`config.mk`:
```
export PLATFORM = sky130hd
export DESIGN_NAME = uart_tx_arbiter
export DESIGN_NICKNAME = d
export VERILOG_FILES = /design/src/rtl/uart_tx_arbiter.sv
export SDC_FILE = /design/constraint.sdc
export NUM_CORES = 1
export LEC_CHECK = 0
export CAP_MARGIN = 5
export CORE_ASPECT_RATIO = 1.4
export CORE_MARGIN = 2
export CORE_UTILIZATION = 44
export CTS_CLUSTER_SIZE = 14
export DETAILED_ROUTE_END_ITERATION = 8
export GPL_ROUTABILITY_DRIVEN = 0
export PLACE_DENSITY = 0.85
export SETUP_SLACK_MARGIN = 0.05
export SLEW_MARGIN = 40
export SYNTH_ARGS = -nofsm -noshare
export SYNTH_HDL_FRONTEND = slang
export SYNTH_SLANG_ARGS = --single-unit
```
`constraint.sdc`:
```
create_clock -name i_clk -period 3.4 [get_ports i_clk]
set_clock_uncertainty 0.15 [all_clocks]
set_input_delay 0.68 -clock i_clk [delete_from_list [all_inputs] [get_ports i_clk]]
set_output_delay 0.68 -clock i_clk [all_outputs]
set_load 0.02 [all_outputs]
```
`src/rtl/uart_tx_arbiter.sv`:
```
// Round-robin arbiter that shares one byte-wide UART transmitter among N message sources.
// A grant is held for a whole message (or MAX_PKT bytes) so messages never interleave.

module uart_tx_arb_lane #(
  parameter int K  = 0,
  parameter int OW = 2
) (
  input  logic          in_load,
  input  logic [OW-1:0] owner,
  input  logic          valid,
  input  logic [7:0]    data,
  input  logic          last,
  output logic          ready,
  output logic [7:0]    data_m,
  output logic          last_m
);
  localparam logic [OW-1:0] KID = OW'(K);
  logic own;

  assign own    = (owner == KID);
  assign ready  = in_load & own & valid;
  assign data_m = own ? data : 8'h00;
  assign last_m = own & last;
endmodule

module uart_tx_arbiter #(
  parameter int N       = 4,
  parameter int MAX_PKT = 16
) (
  input  logic                 i_clk,
  input  logic                 i_rst,
  input  logic [N-1:0]         i_valid,
  input  logic [8*N-1:0]       i_data,
  input  logic [N-1:0]         i_last,
  output logic [N-1:0]         o_ready,
  output logic [7:0]           o_uart_data,
  output logic                 o_uart_we,
  input  logic                 i_uart_busy,
  output logic [$clog2(N)-1:0] o_owner,
  output logic                 o_active
);
  localparam int OW = $clog2(N);
  localparam int CW = (MAX_PKT > 1) ? $clog2(MAX_PKT) : 1;

  typedef enum logic [2:0] {S_IDLE, S_LOAD, S_ISSUE, S_GAP, S_WAIT} state_t;

  state_t        state, state_d;
  logic [OW-1:0] owner, owner_d, ptr, ptr_d, grant_idx;
  logic [CW-1:0] cnt, cnt_d;
  logic [7:0]    data_q, data_d, sel_data;
  logic          last_q, last_d, sel_last, grant_hit, accept, we, in_load;

  logic [N-1:0]       lane_last;
  logic [N-1:0][7:0]  lane_data;

  assign in_load = (state == S_LOAD);

  for (genvar k = 0; k < N; k++) begin : g_lane
    uart_tx_arb_lane #(.K(k), .OW(OW)) u_lane (
      .in_load (in_load),
      .owner   (owner),
      .valid   (i_valid[k]),
      .data    (i_data[8*k +: 8]),
      .last    (i_last[k]),
      .ready   (o_ready[k]),
      .data_m  (lane_data[k]),
      .last_m  (lane_last[k])
    );
  end

  always_comb begin
    sel_data = '0;
    sel_last = 1'b0;
    for (int k = 0; k < N; k++) begin
      sel_data = sel_data | lane_data[k];
      sel_last = sel_last | lane_last[k];
    end
  end

  assign accept = |o_ready;

  // Rotating search from ptr; iterate far-to-near so the nearest requester wins.
  always_comb begin
    int idx;
    idx       = 0;
    grant_hit = 1'b0;
    grant_idx = '0;
    for (int i = N - 1; i >= 0; i--) begin
      idx = int'(ptr) + i;
      if (idx >= N) idx = idx - N;
      if (i_valid[idx]) begin
        grant_hit = 1'b1;
        grant_idx = OW'(idx);
      end
    end
  end

  always_comb begin
    state_d = state;
    owner_d = owner;
    ptr_d   = ptr;
    cnt_d   = cnt;
    data_d  = data_q;
    last_d  = last_q;
    we      = 1'b0;
    case (state)
      S_IDLE: if (grant_hit) begin
        owner_d = grant_idx;
        cnt_d   = '0;
        state_d = S_LOAD;
      end
      S_LOAD: if (accept) begin
        data_d  = sel_data;
        last_d  = sel_last;
        state_d = S_ISSUE;
      end
      S_ISSUE: if (!i_uart_busy) begin
        we      = 1'b1;
        state_d = S_GAP;
      end
      // Busy from the UART may lag the strobe by a cycle, so it is not trusted here.
      S_GAP: state_d = S_WAIT;
      S_WAIT: if (!i_uart_busy) begin
        if (last_q || cnt == CW'(MAX_PKT - 1)) begin
          ptr_d   = (owner == OW'(N - 1)) ? '0 : owner + 1'b1;
          state_d = S_IDLE;
        end else begin
          cnt_d   = cnt + 1'b1;
          state_d = S_LOAD;
        end
      end
      default: state_d = S_IDLE;
    endcase
  end

  always_ff @(posedge i_clk) begin
    if (i_rst) begin
      state  <= S_IDLE;
      owner  <= '0;
      ptr    <= '0;
      cnt    <= '0;
      data_q <= '0;
      last_q <= 1'b0;
    end else begin
      state  <= state_d;
      owner  <= owner_d;
      ptr    <= ptr_d;
      cnt    <= cnt_d;
      data_q <= data_d;
      last_q <= last_d;
    end
  end

  assign o_uart_we   = we;
  assign o_uart_data = data_q;
  assign o_owner     = owner;
  assign o_active    = (state != S_IDLE);
endmodule
```
==> impl_metrics.env <==
export IMPL_dr_first_iter_drc_count=51
export IMPL_cts_tree="done"
export IMPL_grt_total_usage=0.211
export IMPL_power_per_cell_area_nw_per_um2=355
export IMPL_dieArea_sq_um=3370
export IMPL_path_class="primary input to output port"
export IMPL_ir_worst_vdd_v=0.000252
export IMPL_placed_cell_area_sq_um=1820
export IMPL_slew_viol_final=0
export IMPL_maxCapViolations=0
export IMPL_critical_path_top_delay_family="buffers and inverters"
export IMPL_n_fill_cell=244
export IMPL_syn_nets=203
export IMPL_multi_input_area_sq_um=785
export IMPL_path_clk_slew_ps=70
export IMPL_cts_resized=0
export IMPL_drcViolationCount=0
export IMPL_status="complete, no violations"
export IMPL_cp_depth=3
export IMPL_antenna_cells=0
export IMPL_dpl_hpwl_um=2720
export IMPL_use_met3=0.0721
export IMPL_cp_slowest_cell="clkdlybuf4s50_1"
export IMPL_chipHeight_um=67.9
export IMPL_leakage_nw=0.627
export IMPL_via_count=1373
export IMPL_critPathBufInv=2
export IMPL_portBuffers=58
export IMPL_numCtsBuffers=3
export IMPL_total_power_mw=0.660
export IMPL_wirelength_um=3370
export IMPL_ff_latch_area_sq_um=400
export IMPL_period_share=0.893
export IMPL_clockBufferDepth=2
export IMPL_startpoint_type="primary input"
export IMPL_timing_rr_end="o_uart_data[5]"
export IMPL_path_cells="clkdlybuf4s50_1, nor4b_1, clkdlybuf4s50_1"
export IMPL_setup_worst_path_start="i_uart_busy"
export IMPL_htreeDepth=1
export IMPL_cp_slowest_stage_delay_ps=680
export IMPL_whs_path_depth=2
export IMPL_die_width_um=49.7
export IMPL_crit_path_end="o_uart_we"
export IMPL_grt_max_degree=24
export IMPL_fmax_mhz=330
export IMPL_syn_area_sq_um=1280
export IMPL_final_area_sq_um=1860
export IMPL_finalSetupViolCount=0
export IMPL_r2r_start="o_owner[0]"
export IMPL_grt_pass1_wl_um=5510
export IMPL_synthDistinctLibCells=36
export IMPL_netlist_instances=155
export IMPL_grt_use_met1=0.207
export IMPL_vias_per_cell=5.77
export IMPL_layout_drive_gt1_share=0.0398
export IMPL_hold_class="flip-flop to flip-flop"
export IMPL_row_count=23
export IMPL_finalHoldViolCount=0
export IMPL_rsz0062_at_grt="no"
export IMPL_worstMarginPinSlew_ps=513
export IMPL_routedWlPerCell_um=14.2
export IMPL_slew_headroom=0.657
export IMPL_antenna_found_initial=0
export IMPL_ys_seq_elements=20
export IMPL_cts_sinks=20
export IMPL_grt_pass1_vias=1293
export IMPL_fin_nets=251
export IMPL_grt_overflow=0
export IMPL_postCtsSetupBuffers=0
export IMPL_cts_hold_buf=0
export IMPL_final_cell_mix="clkdlybuf4s50_1, nor2_1, dfxtp_1"
export IMPL_busiest_layer="met2"
export IMPL_synth_seq_area_share=0.312
export IMPL_clk_latency_ps=250
export IMPL_drtAntennaViolNets=0
export IMPL_core_sq_um=2820
export IMPL_cpMostUsedCell="clkdlybuf4s50_1"
export IMPL_tns_ps=0
export IMPL_cts_root_buffer="clkbuf_8"
export IMPL_cp_arrival_ps=2200
export IMPL_rrSetupSlack_ps=1230
export IMPL_io_pin_count=59
export IMPL_syn_area_per_cell_sq_um=8.29
export IMPL_grt_use_met2=0.397
export IMPL_area_growth_pct=44.7
export IMPL_yosys_warnings=0
export IMPL_drt_pre_antenna_iters=4
export IMPL_final_common_cell="clkdlybuf4s50_1"
export IMPL_end_kind="output port"
export IMPL_post_route_min_period_ps=3030
export IMPL_critPathMaxFanout=6
export IMPL_ff2ff_path_depth=5
export IMPL_start_util=0.456
export IMPL_cp_required_ps=2570
[cell usage after synthesis]
cell / n / area (sq um)
nand4b_1: 1 / 8.76
a31oi_1: 3 / 18.8
a31o_2: 1 / 8.76
or4b_4: 1 / 13.8
nor2b_1: 2 / 12.5
o41ai_1: 2 / 17.5
or4_1: 2 / 15.0
nand3_1: 6 / 30.0
a21oi_2: 1 / 8.76
a22o_1: 9 / 78.8
a211oi_1: 10 / 75.1
buf_4: 4 / 30.0
or3_1: 1 / 6.26
clkbuf_1: 7 / 26.3
ha_1: 5 / 62.6
nor3_1: 2 / 10.0
nor2_1: 22 / 82.6
nand4_1: 1 / 6.26
a21oi_1: 7 / 35.0
buf_2: 2 / 10.0
or2_1: 1 / 6.26
a2111o_1: 1 / 11.3
or3b_1: 1 / 8.76
o311ai_0: 1 / 8.76
o31a_1: 1 / 8.76
buf_6: 2 / 22.5
nand2_1: 9 / 33.8
inv_1: 3 / 11.3
a41oi_4: 1 / 27.5
o211ai_1: 1 / 7.51
a221oi_1: 9 / 78.8
nand2b_1: 7 / 43.8
dfxtp_1: 20 / 400
o21ai_0: 4 / 20.0
nor4b_1: 1 / 8.76
nand3b_1: 4 / 30.0
[how the worst min path moves through the flow]
stage | slack, ps | startpoint | end
floorplan | 310 | ptr[0] | ptr[0]
global placement | 340 | ptr[0] | ptr[0]
detailed placement | 340 | o_uart_data[6] | o_uart_data[6]
CTS | 350 | o_uart_data[6] | o_uart_data[6]
global route | 370 | o_uart_data[0] | o_uart_data[0]
finish | 350 | o_uart_data[6] | o_uart_data[6]
[power breakdown]
group | switching (mW) | internal (mW) | total [mW] | leakage [nW]
sequential | 0.0190 | 0.254 | 0.273 | 0.163
clock | 0.0733 | 0.0788 | 0.152 | 0.0216
combinational | 0.112 | 0.122 | 0.234 | 0.442
total | 0.204 | 0.455 | 0.660 | 0.627
[registers in the layout, indices dropped and copies added, names as in the netlist]
signal and cells:
cnt 4, ptr 2, o_uart_data 8, last_q 1, o_owner 2, state 3
[metrics by stage]
step / hold slack, ps / utilization / setup WS [ps] / instances
after floorplan: 308 / - / 1150 / 155
after global placement: 336 / 0.646 / 475 / 235
after detailed placement: 344 / 0.646 / 398 / 235
after CTS: 354 / 0.661 / 395 / 238
after global routing: 369 / 0.659 / 284 / 238
final: 349 / 0.659 / 365 / 238
[cell type report]
cell class | instances | area share
multi-input cells | 117 | 0.422
repair buffers | 58 | 0.310
flip-flops and latches | 20 | 0.215
well taps | 37 | 0.0249
clock buffers | 3 | 0.0222
inverters | 3 | 0.00606
[layer usage]
metal	vias up	routed length [um]
met3	5	341
met5	-	0
li1	677	-
met4	0	45
met1	628	1260
met2	63	1730
[logic make-up after synthesis]
kind of cell / Yosys count / share of synthesized area
and+or+nand+nor: 61 / 0.246
AOI/OAI and AO/OA: 51 / 0.315
DFF: 20 / 0.312
buffers and inverters: 18 / 0.0779
adders and majority gates: 5 / 0.0487
[worst reg2reg max path, stage by stage (launching register included)]
cell	delay, ps
dfxtp_1	440
ha_1	430
nand2_1	200
a41oi_4	530
nor2_1	80
a211oi_1	240
Power figures use the tool's default switching activity.
